`config.mk`:
```
export PLATFORM = sky130hd
export DESIGN_NAME = vec_store_serializer_flat
export DESIGN_NICKNAME = d
export VERILOG_FILES = /design/src/rtl/vec_store_serializer_if.sv /design/src/rtl/vec_store_serializer.sv /design/src/flat_wrapper.sv
export SDC_FILE = /design/constraint.sdc
export NUM_CORES = 1
export LEC_CHECK = 0
export BUFFER_PORTS_ARGS = -buffer_cell sky130_fd_sc_hd__buf_2
export CELL_PAD_IN_SITES_DETAIL_PLACEMENT = 0
export CELL_PAD_IN_SITES_GLOBAL_PLACEMENT = 1
export CORE_ASPECT_RATIO = 0.6
export CORE_MARGIN = 5
export CORE_UTILIZATION = 25
export CTS_BUF_LIST = sky130_fd_sc_hd__clkbuf_16
export DETAILED_ROUTE_END_ITERATION = 10
export PLACE_DENSITY = 0.6
export SYNTH_ARGS = -nofsm -noshare
export SYNTH_HDL_FRONTEND = slang
export SYNTH_SLANG_ARGS = --single-unit
```
`constraint.sdc`:
```
create_clock -name clk -period 6.83 [get_ports clk]
set_input_delay 0.3415 -clock clk [delete_from_list [all_inputs] [get_ports clk]]
set_output_delay 0.3415 -clock clk [all_outputs]
set_load 0.1 [all_outputs]
```
`src/rtl/vec_store_serializer_if.sv`:
```
// Control-side and memory-write-side signals of the vector store serializer.
interface vec_store_serializer_if #(
    parameter int unsigned N  = 8,
    parameter int unsigned V  = 16,
    parameter int unsigned AW = 16
);
    logic            start;
    logic [AW-1:0]   base_addr;
    logic [V*N-1:0]  vec_data;
    logic [V-1:0]    lane_mask;
    logic            busy;
    logic            done;
    logic            mem_we;
    logic [AW-1:0]   mem_addr;
    logic [N-1:0]    mem_wdata;
    logic            mem_ready;

    // Environment side: issues stores and plays the memory.
    modport master (
        output start, base_addr, vec_data, lane_mask, mem_ready,
        input  busy, done, mem_we, mem_addr, mem_wdata
    );

    // Serializer side.
    modport slave (
        input  start, base_addr, vec_data, lane_mask, mem_ready,
        output busy, done, mem_we, mem_addr, mem_wdata
    );
endinterface

```
`src/rtl/vec_store_serializer.sv`:
```
// Serializes one masked V-lane vector into per-lane byte-addressed memory writes.
// Unmasked lanes are skipped without costing a cycle.
module vec_store_serializer #(
    parameter int unsigned N  = 8,
    parameter int unsigned V  = 16,
    parameter int unsigned AW = 16
) (
    input  logic                  clk,
    input  logic                  rst,
    vec_store_serializer_if.slave bus
);
    localparam int unsigned IW = (V > 1) ? $clog2(V) : 1;

    localparam logic [1:0] IDLE  = 2'd0;
    localparam logic [1:0] WRITE = 2'd1;
    localparam logic [1:0] DONE  = 2'd2;

    logic [1:0]     state, state_d;
    logic [V*N-1:0] data_q, data_d;
    logic [AW-1:0]  base_q, base_d;
    logic [V-1:0]   mask_q, mask_d;
    logic [IW-1:0]  idx_q, idx_d;
    logic [AW-1:0]  addr_q, addr_d;
    logic [N-1:0]   wdata_q, wdata_d;
    logic           busy_q, done_q, we_q;
    int unsigned    lane_lsb;

    function automatic logic [IW-1:0] lowest_set(input logic [V-1:0] m);
        logic [IW-1:0] r;
        r = '0;
        for (int i = int'(V) - 1; i >= 0; i--) begin
            if (m[i]) r = IW'(i);
        end
        return r;
    endfunction

    // Next-state logic; mask_q keeps only the lanes still to be written.
    always_comb begin
        state_d  = state;
        data_d   = data_q;
        base_d   = base_q;
        mask_d   = mask_q;
        idx_d    = idx_q;
        addr_d   = addr_q;
        wdata_d  = wdata_q;
        lane_lsb = 0;

        case (state)
            IDLE, DONE: begin
                if (bus.start) begin
                    data_d  = bus.vec_data;
                    base_d  = bus.base_addr;
                    mask_d  = bus.lane_mask;
                    idx_d   = lowest_set(bus.lane_mask);
                    state_d = (|bus.lane_mask) ? WRITE : DONE;
                end else begin
                    state_d = IDLE;
                end
            end
            WRITE: begin
                if (bus.mem_ready) begin
                    mask_d = mask_q & ~(V'(1) << idx_q);
                    if (|mask_d) begin
                        idx_d = lowest_set(mask_d);
                    end else begin
                        state_d = DONE;
                    end
                end
            end
            default: state_d = IDLE;
        endcase

        // Write address/data are prepared one cycle early so the port is registered.
        if (state_d == WRITE) begin
            lane_lsb = 32'(idx_d) * N;
            addr_d   = base_d + AW'(idx_d);
            wdata_d  = data_d[lane_lsb +: N];
        end
    end

    always_ff @(posedge clk) begin
        if (rst) begin
            state   <= IDLE;
            data_q  <= '0;
            base_q  <= '0;
            mask_q  <= '0;
            idx_q   <= '0;
            addr_q  <= '0;
            wdata_q <= '0;
            busy_q  <= 1'b0;
            done_q  <= 1'b0;
            we_q    <= 1'b0;
        end else begin
            state   <= state_d;
            data_q  <= data_d;
            base_q  <= base_d;
            mask_q  <= mask_d;
            idx_q   <= idx_d;
            addr_q  <= addr_d;
            wdata_q <= wdata_d;
            busy_q  <= (state_d == WRITE);
            done_q  <= (state_d == DONE);
            we_q    <= (state_d == WRITE);
        end
    end

    assign bus.busy      = busy_q;
    assign bus.done      = done_q;
    assign bus.mem_we    = we_q;
    assign bus.mem_addr  = addr_q;
    assign bus.mem_wdata = wdata_q;
endmodule

```
`src/flat_wrapper.sv`:
```
// flat-port wrapper written by rule: the top's interface ports become plain ports
module vec_store_serializer_flat 
#(
    parameter int unsigned N  = 8,
    parameter int unsigned V  = 16,
    parameter int unsigned AW = 16
)
  (clk, rst, bus_start, bus_base_addr, bus_vec_data, bus_lane_mask, bus_mem_ready, bus_busy, bus_done, bus_mem_we, bus_mem_addr, bus_mem_wdata);
  vec_store_serializer_if #(.N(N), .V(V), .AW(AW)) bus_i ();
  input  logic clk;
  input  logic rst;
  input wire logic [$bits(bus_i.start)-1:0] bus_start;
  input wire logic [$bits(bus_i.base_addr)-1:0] bus_base_addr;
  input wire logic [$bits(bus_i.vec_data)-1:0] bus_vec_data;
  input wire logic [$bits(bus_i.lane_mask)-1:0] bus_lane_mask;
  input wire logic [$bits(bus_i.mem_ready)-1:0] bus_mem_ready;
  output wire logic [$bits(bus_i.busy)-1:0] bus_busy;
  output wire logic [$bits(bus_i.done)-1:0] bus_done;
  output wire logic [$bits(bus_i.mem_we)-1:0] bus_mem_we;
  output wire logic [$bits(bus_i.mem_addr)-1:0] bus_mem_addr;
  output wire logic [$bits(bus_i.mem_wdata)-1:0] bus_mem_wdata;
  assign bus_i.start = bus_start;
  assign bus_i.base_addr = bus_base_addr;
  assign bus_i.vec_data = bus_vec_data;
  assign bus_i.lane_mask = bus_lane_mask;
  assign bus_i.mem_ready = bus_mem_ready;
  assign bus_busy = bus_i.busy;
  assign bus_done = bus_i.done;
  assign bus_mem_we = bus_i.mem_we;
  assign bus_mem_addr = bus_i.mem_addr;
  assign bus_mem_wdata = bus_i.mem_wdata;
  vec_store_serializer #(.N(N), .V(V), .AW(AW)) u_core (.clk(clk), .rst(rst), .bus(bus_i));
endmodule
```
-- Word level (Yosys, flattened, before mapping)
Index checks and enable logic that the tools add are counted.
Widths: inputs -> output; s select.
- bits in registers: 192
- bits of input ports: 164
- logic and storage cells: 74
- $add $sub $neg: 1
- eq/ne operators: 6
- shift-type cells: 2
- multiplexer cells: 48
- bitwise logic cells: 2
- reductions and logical operators: 6
- operators with widths (operator ; number):
    $mux 128 ; 2
    $mux 4 ; 35
    $shiftx 128x8->8 ; 1
    $mux 16 ; 4
    $pmux 16 s2 ; 1
    $reduce_or 16->1 ; 2
    $add 16x4->16 ; 1
    $and 16x16->16 ; 1
    $not 16->16 ; 1
    $shl 1x4->16 const A ; 1
    $mux 2 ; 4
    $pmux 4 s2 ; 1
    $eq 2x1->1 const B ; 2
    $eq 2x2->1 const B ; 2
    $ne 2x2->1 const B ; 2
    $pmux 2 s2 ; 1
    $reduce_and 3->1 ; 1
    $logic_not 2->1 ; 1
    $reduce_bool 2->1 ; 1
    $reduce_or 2->1 ; 1

-- Depth between registers and ports, before layout
- word-level depth: 23
- depth in mapped cells: 24
- mapped depth without buffers: 20

-- Worst setup path after synthesis
No wires, ideal clock.
- path type: in2reg
- from: input port bus_start
- to: register u_core.addr_q[14], in the netlist u_core.bus.mem_addr[14]
- setup time: 86 ps
- arrival time: 5334 ps
- path slack: 1411 ps
- stages on the path: 23
- path buffers: 7
- cells stage by stage: nor2b_1 clkbuf_1 buf_2 buf_2 buf_2 buf_2 clkbuf_1 clkbuf_1 nand2_1 nand2_1 ha_1 inv_1 fa_1 inv_1 a21o_1 a21oi_1 a21o_1 or3_1 or3_1 or3_1 nor3_1 xor2_1 a211oi_1
- cells in the longest elaborated chain, start to end: 3
- elaborated cells on any way between the ends: 8
- RTL lines (element ; line ; text):
    start: declaration ; flat_wrapper.sv:12 ; input wire logic [$bits(bus_i.start)-1:0] bus_start;
    $mux 16 ; vec_store_serializer.sv:50 ; if (bus.start) begin
    $mux 16 ; vec_store_serializer.sv:48 ; case (state)
    net u_core.base_d[0] ; vec_store_serializer.sv:20 ; logic [AW-1:0] base_q, base_d;
    $add 16x4->16 ; vec_store_serializer.sv:76 ; addr_d = base_d + AW'(idx_d);
    end signal: assignment ; vec_store_serializer.sv:99 ; addr_q <= addr_d;
    end: declaration ; vec_store_serializer.sv:23 ; logic [AW-1:0] addr_q, addr_d;
The timed path passes the listed nets, and every way through them passes these cells.
A chain may end at the register's enable or synchronous reset.

-- Final worst setup path
- from: register u_core.idx_q[0]
- to: register u_core.addr_q[14], in the netlist u_core.bus.mem_addr[14]
- cells in the longest elaborated chain, start to end: 23
- elaborated cells on any way between the ends: 29
- RTL lines (element ; line ; text):
    start: declaration ; vec_store_serializer.sv:22 ; logic [IW-1:0] idx_q, idx_d;
    start signal: assignment ; vec_store_serializer.sv:98 ; idx_q <= idx_d;
    $shl 1x4->16 ; vec_store_serializer.sv:62 ; mask_d = mask_q & ~(V'(1) << idx_q);
    $not 16->16 ; vec_store_serializer.sv:62 ;
    $and 16x16->16 ; vec_store_serializer.sv:62 ;
    $mux 4 (16 in series) ; vec_store_serializer.sv:32 ; if (m[i]) r = IW'(i);
    $mux 4 ; vec_store_serializer.sv:63 ; if (|mask_d) begin
    $mux 4 ; vec_store_serializer.sv:61 ; if (bus.mem_ready) begin
    $pmux 4 s2 * ; vec_store_serializer.sv:48 ;
    net u_core.idx_d[0] ; vec_store_serializer.sv:22 ;
    $add 16x4->16 * ; vec_store_serializer.sv:76 ;
Mark *: on every way through the listed nets, which the timed path passes. The rest lies on a longest branch.

==> flow_summary.yaml <==
detailed_routing:
  drt_iter0_markers: 714
  num_vias: 9642
  drc: 0
  ant_nets: 0
  routedWlPerCell_um: 19.8
  viasPerCell: 4.91
  dr.pass1.iters: 5
  wirelength_um: 39000
timing:
  holdWs_ns: 0.127
  finalSetupTns_ns: 0
  setup_viol: 0
  maxSlewViolCount: 0
  finalCritPeriodShare_pct: 82.7
  finalCriticalPeriod_ns: 5.65
  slew_headroom_pct: 29.0
  max_clock_freq_mhz: 177
  finClkSkew_ns: 0.0159
  tightest_slew_ns: 1.06
  rsz0062_at_grt: "false"
  finalHoldViolCount: 0
yosys:
  synthCells: 1243
  syn-cell-area_um2: 10400
  yosysTopAreaCell: "dfxtp_1"
  yosys_most_used_dff: "dfxtp_1"
  syn-num-nets: 1412
  synth_most_common_cell: "nand2_1"
  synth.distinct_cells: 86
  synth.area.top_cells: "dfxtp_1, mux2i_1, nand2_1"
  synth_area_per_cell_um2: 8.40
  synth-edff-count: 0
  synth_top_area_share_pct: 36.8
  synthArstFlopShare_pct: 0
  ys_warn_count: 0
  seq_area_frac_synth_pct: 36.8
  ys_ff_latch: 192
  synth_commonest_cells: "nand2_1, dfxtp_1, nor2_1, mux2i_1, a21oi_1"
die:
  row_count: 58
  dieHeight_um: 168
  die_w_um: 274
  core_area_um2: 41600
  boundaryPins: 191
  dieArea_um2: 46100
  initial_utilization_pct: 25.1
clocking:
  postCtsSetupBuffers: 0
  cts_num_sinks: 192
  cts_tree: "built"
  clock_latency_ns: 0.46
  cts_resized: 0
  htree_levels: 4
  clockBufferDepth: 2
  cts_root_buf: "clkbuf_16"
  numCtsBuffers: 17
  postCtsHoldBufs: 0
  clk_pin_slew_ns: 0.08
critical_path:
  arrival_ns: 6.03
  slowest_delay_ns: 0.51
  cp_data_required_time_ns: 7.21
  cp-end-kind: "register"
  critPathKind: "reg -> reg"
  crit_chain: "buf_4, or3b_2, a32o_1, a2111oi_2, and4_1, or3_2, nand2_4, inv_1, ha_1, inv_1, fa_1, inv_1, a21o_1, a21oi_1, a21o_1, or3_1, or3_1, or3_1, nor3_1, xor2_1, a211oi_1"
  critPathLaunchType: "register"
  cp_max_fo: 24
  crit_slowest_cell: "or3b_2"
cells_and_area:
  nNetsFinal: 1550
  area_growth_pct: 19.1
  drive_gt1_share_pct: 21.3
global_routing:
  grt_max_degree: 72
  grt.total_usage_pct: 16.4
  grt_pass1_vias: 9128
  grt_pass1_wl_um: 58000
  grt_overflow: 0
  antenna_found_initial: 7
pwr:
  powerDensity_nw_per_um2: 291
  total_power_uw: 3630
  vdd_drop_max_mv: 0.189
  cellLeakagePower_uw: 0.00510
min_path:
  hp-class: "in -> reg"
status:
  status: "finished, final reports clean"
placement:
  routabilityCongestion: 0.880
  port_buffers: 190
  hpwl_um: 28700
job:
  drv_cap: 0
layout make-up:
type                       instances  area [um2]
fill                            4463       29100
multi-input combinational        943        6130
sequential                       192        3840
timing repair buffer             209        1100
tap                              570         713
clock buffer                      17         425
clock inverter                    15         160
inverter                          18        67.6
antenna                            1        2.50
sequential cells by signal, indices dropped and copies added (netlist names):
signal,flops
u_core.base_q,16
u_core.bus.busy,1
u_core.bus.done,1
u_core.bus.mem_addr,16
u_core.bus.mem_wdata,8
u_core.data_q,128
u_core.idx_q,4
u_core.mask_q,16
u_core.state,2
placed cells by master, fill, tap and decap left out, types with 4 or more instances in the layout:
master / instances
nand2_1: 218
dfxtp_1: 192
buf_2: 189
nor2_1: 151
mux2i_1: 121
a21oi_1: 116
a22oi_1: 24
o21ai_0: 23
nand2b_1: 22
mux4_2: 20
buf_4: 20
inv_1: 17
clkbuf_16: 17
a211oi_1: 13
o221ai_1: 13
mux2_2: 11
a21o_1: 10
nor2b_1: 10
nand3_1: 10
xor2_1: 10
o22ai_1: 8
and2_1: 8
o211ai_1: 8
nor3_1: 8
a221oi_1: 8
or3_1: 6
a2bb2oi_1: 6
nor4_1: 5
o21a_1: 5
a2111oi_0: 5
inv_6: 5
inv_8: 5
or2_2: 4
nand4_1: 4
xnor2_1: 4
o22a_1: 4
nand4b_1: 4
ha_1: 4
worst paths after layout:
check	startpoint	endpoint	slack [ns]	depth (start not counted)
max	u_core.idx_q[0]	u_core.bus.mem_addr[14]	1.18	21
min reg2reg	u_core.data_q[48]	u_core.data_q[48]	0.45	2
max reg2reg	u_core.idx_q[0]	u_core.bus.mem_addr[14]	1.18	21
min	bus_vec_data[54]	u_core.data_q[54]	0.13	3
per-stage QoR:
stage / instances / util (%) / cell area (um2) / worst slack (ns)
floorplan: 1243 / - / 10400 / 1.41
global placement: 1932 / 28.5 / 11900 / 1.30
detailed placement: 1932 / 28.5 / 11900 / 1.20
CTS: 1964 / 29.9 / 12400 / 1.16
global route: 1965 / 29.9 / 12400 / 0.825
finish: 1965 / 29.9 / 12400 / 1.18
metal layers:
metal | vias to the layer above | global-route usage (%) | wire length [um]
met2 | 238 | 23.5 | 16500
met3 | 26 | 3.85 | 2020
li1 | 4713 | - | -
met4 | 4 | 3.29 | 487
met1 | 4661 | 25.0 | 19900
met5 | - | 0 | 18
cell families (layout without fill, tap and decap cells):
family	Yosys count	after routing	synth area share, %
compound gates	298	298	19.7
other cells	0	1	0
flops	192	192	36.8
simple gates	474	474	19.9
fa+ha+maj	5	5	0.671
mux	152	152	17.1
buf+inv	108	259	4.61
xor+xnor	14	14	1.17
report_power, final:
| part | leakage, uW | switching [uW] | internal (uW) | total, uW |
|---|---|---|---|---|
| clock | 0.000285 | 541 | 493 | 1030 |
| sequential | 0.00158 | 76.0 | 1220 | 1300 |
| combinational | 0.00323 | 869 | 427 | 1300 |
critical path: cells and delay by family (launching register included):
| family | cells | cell delay, ns |
|---|---|---|
| buffers and inverters | 4 | 0.54 |
| adder cells (fa/ha/maj) | 2 | 0.59 |
| XOR/XNOR | 1 | 0.10 |
| AND/OR/NAND/NOR | 8 | 2.52 |
| flip-flops | 1 | 0.49 |
| AO/OA/AOI/OAI | 6 | 1.32 |
(Power assumes the default switching activity.)
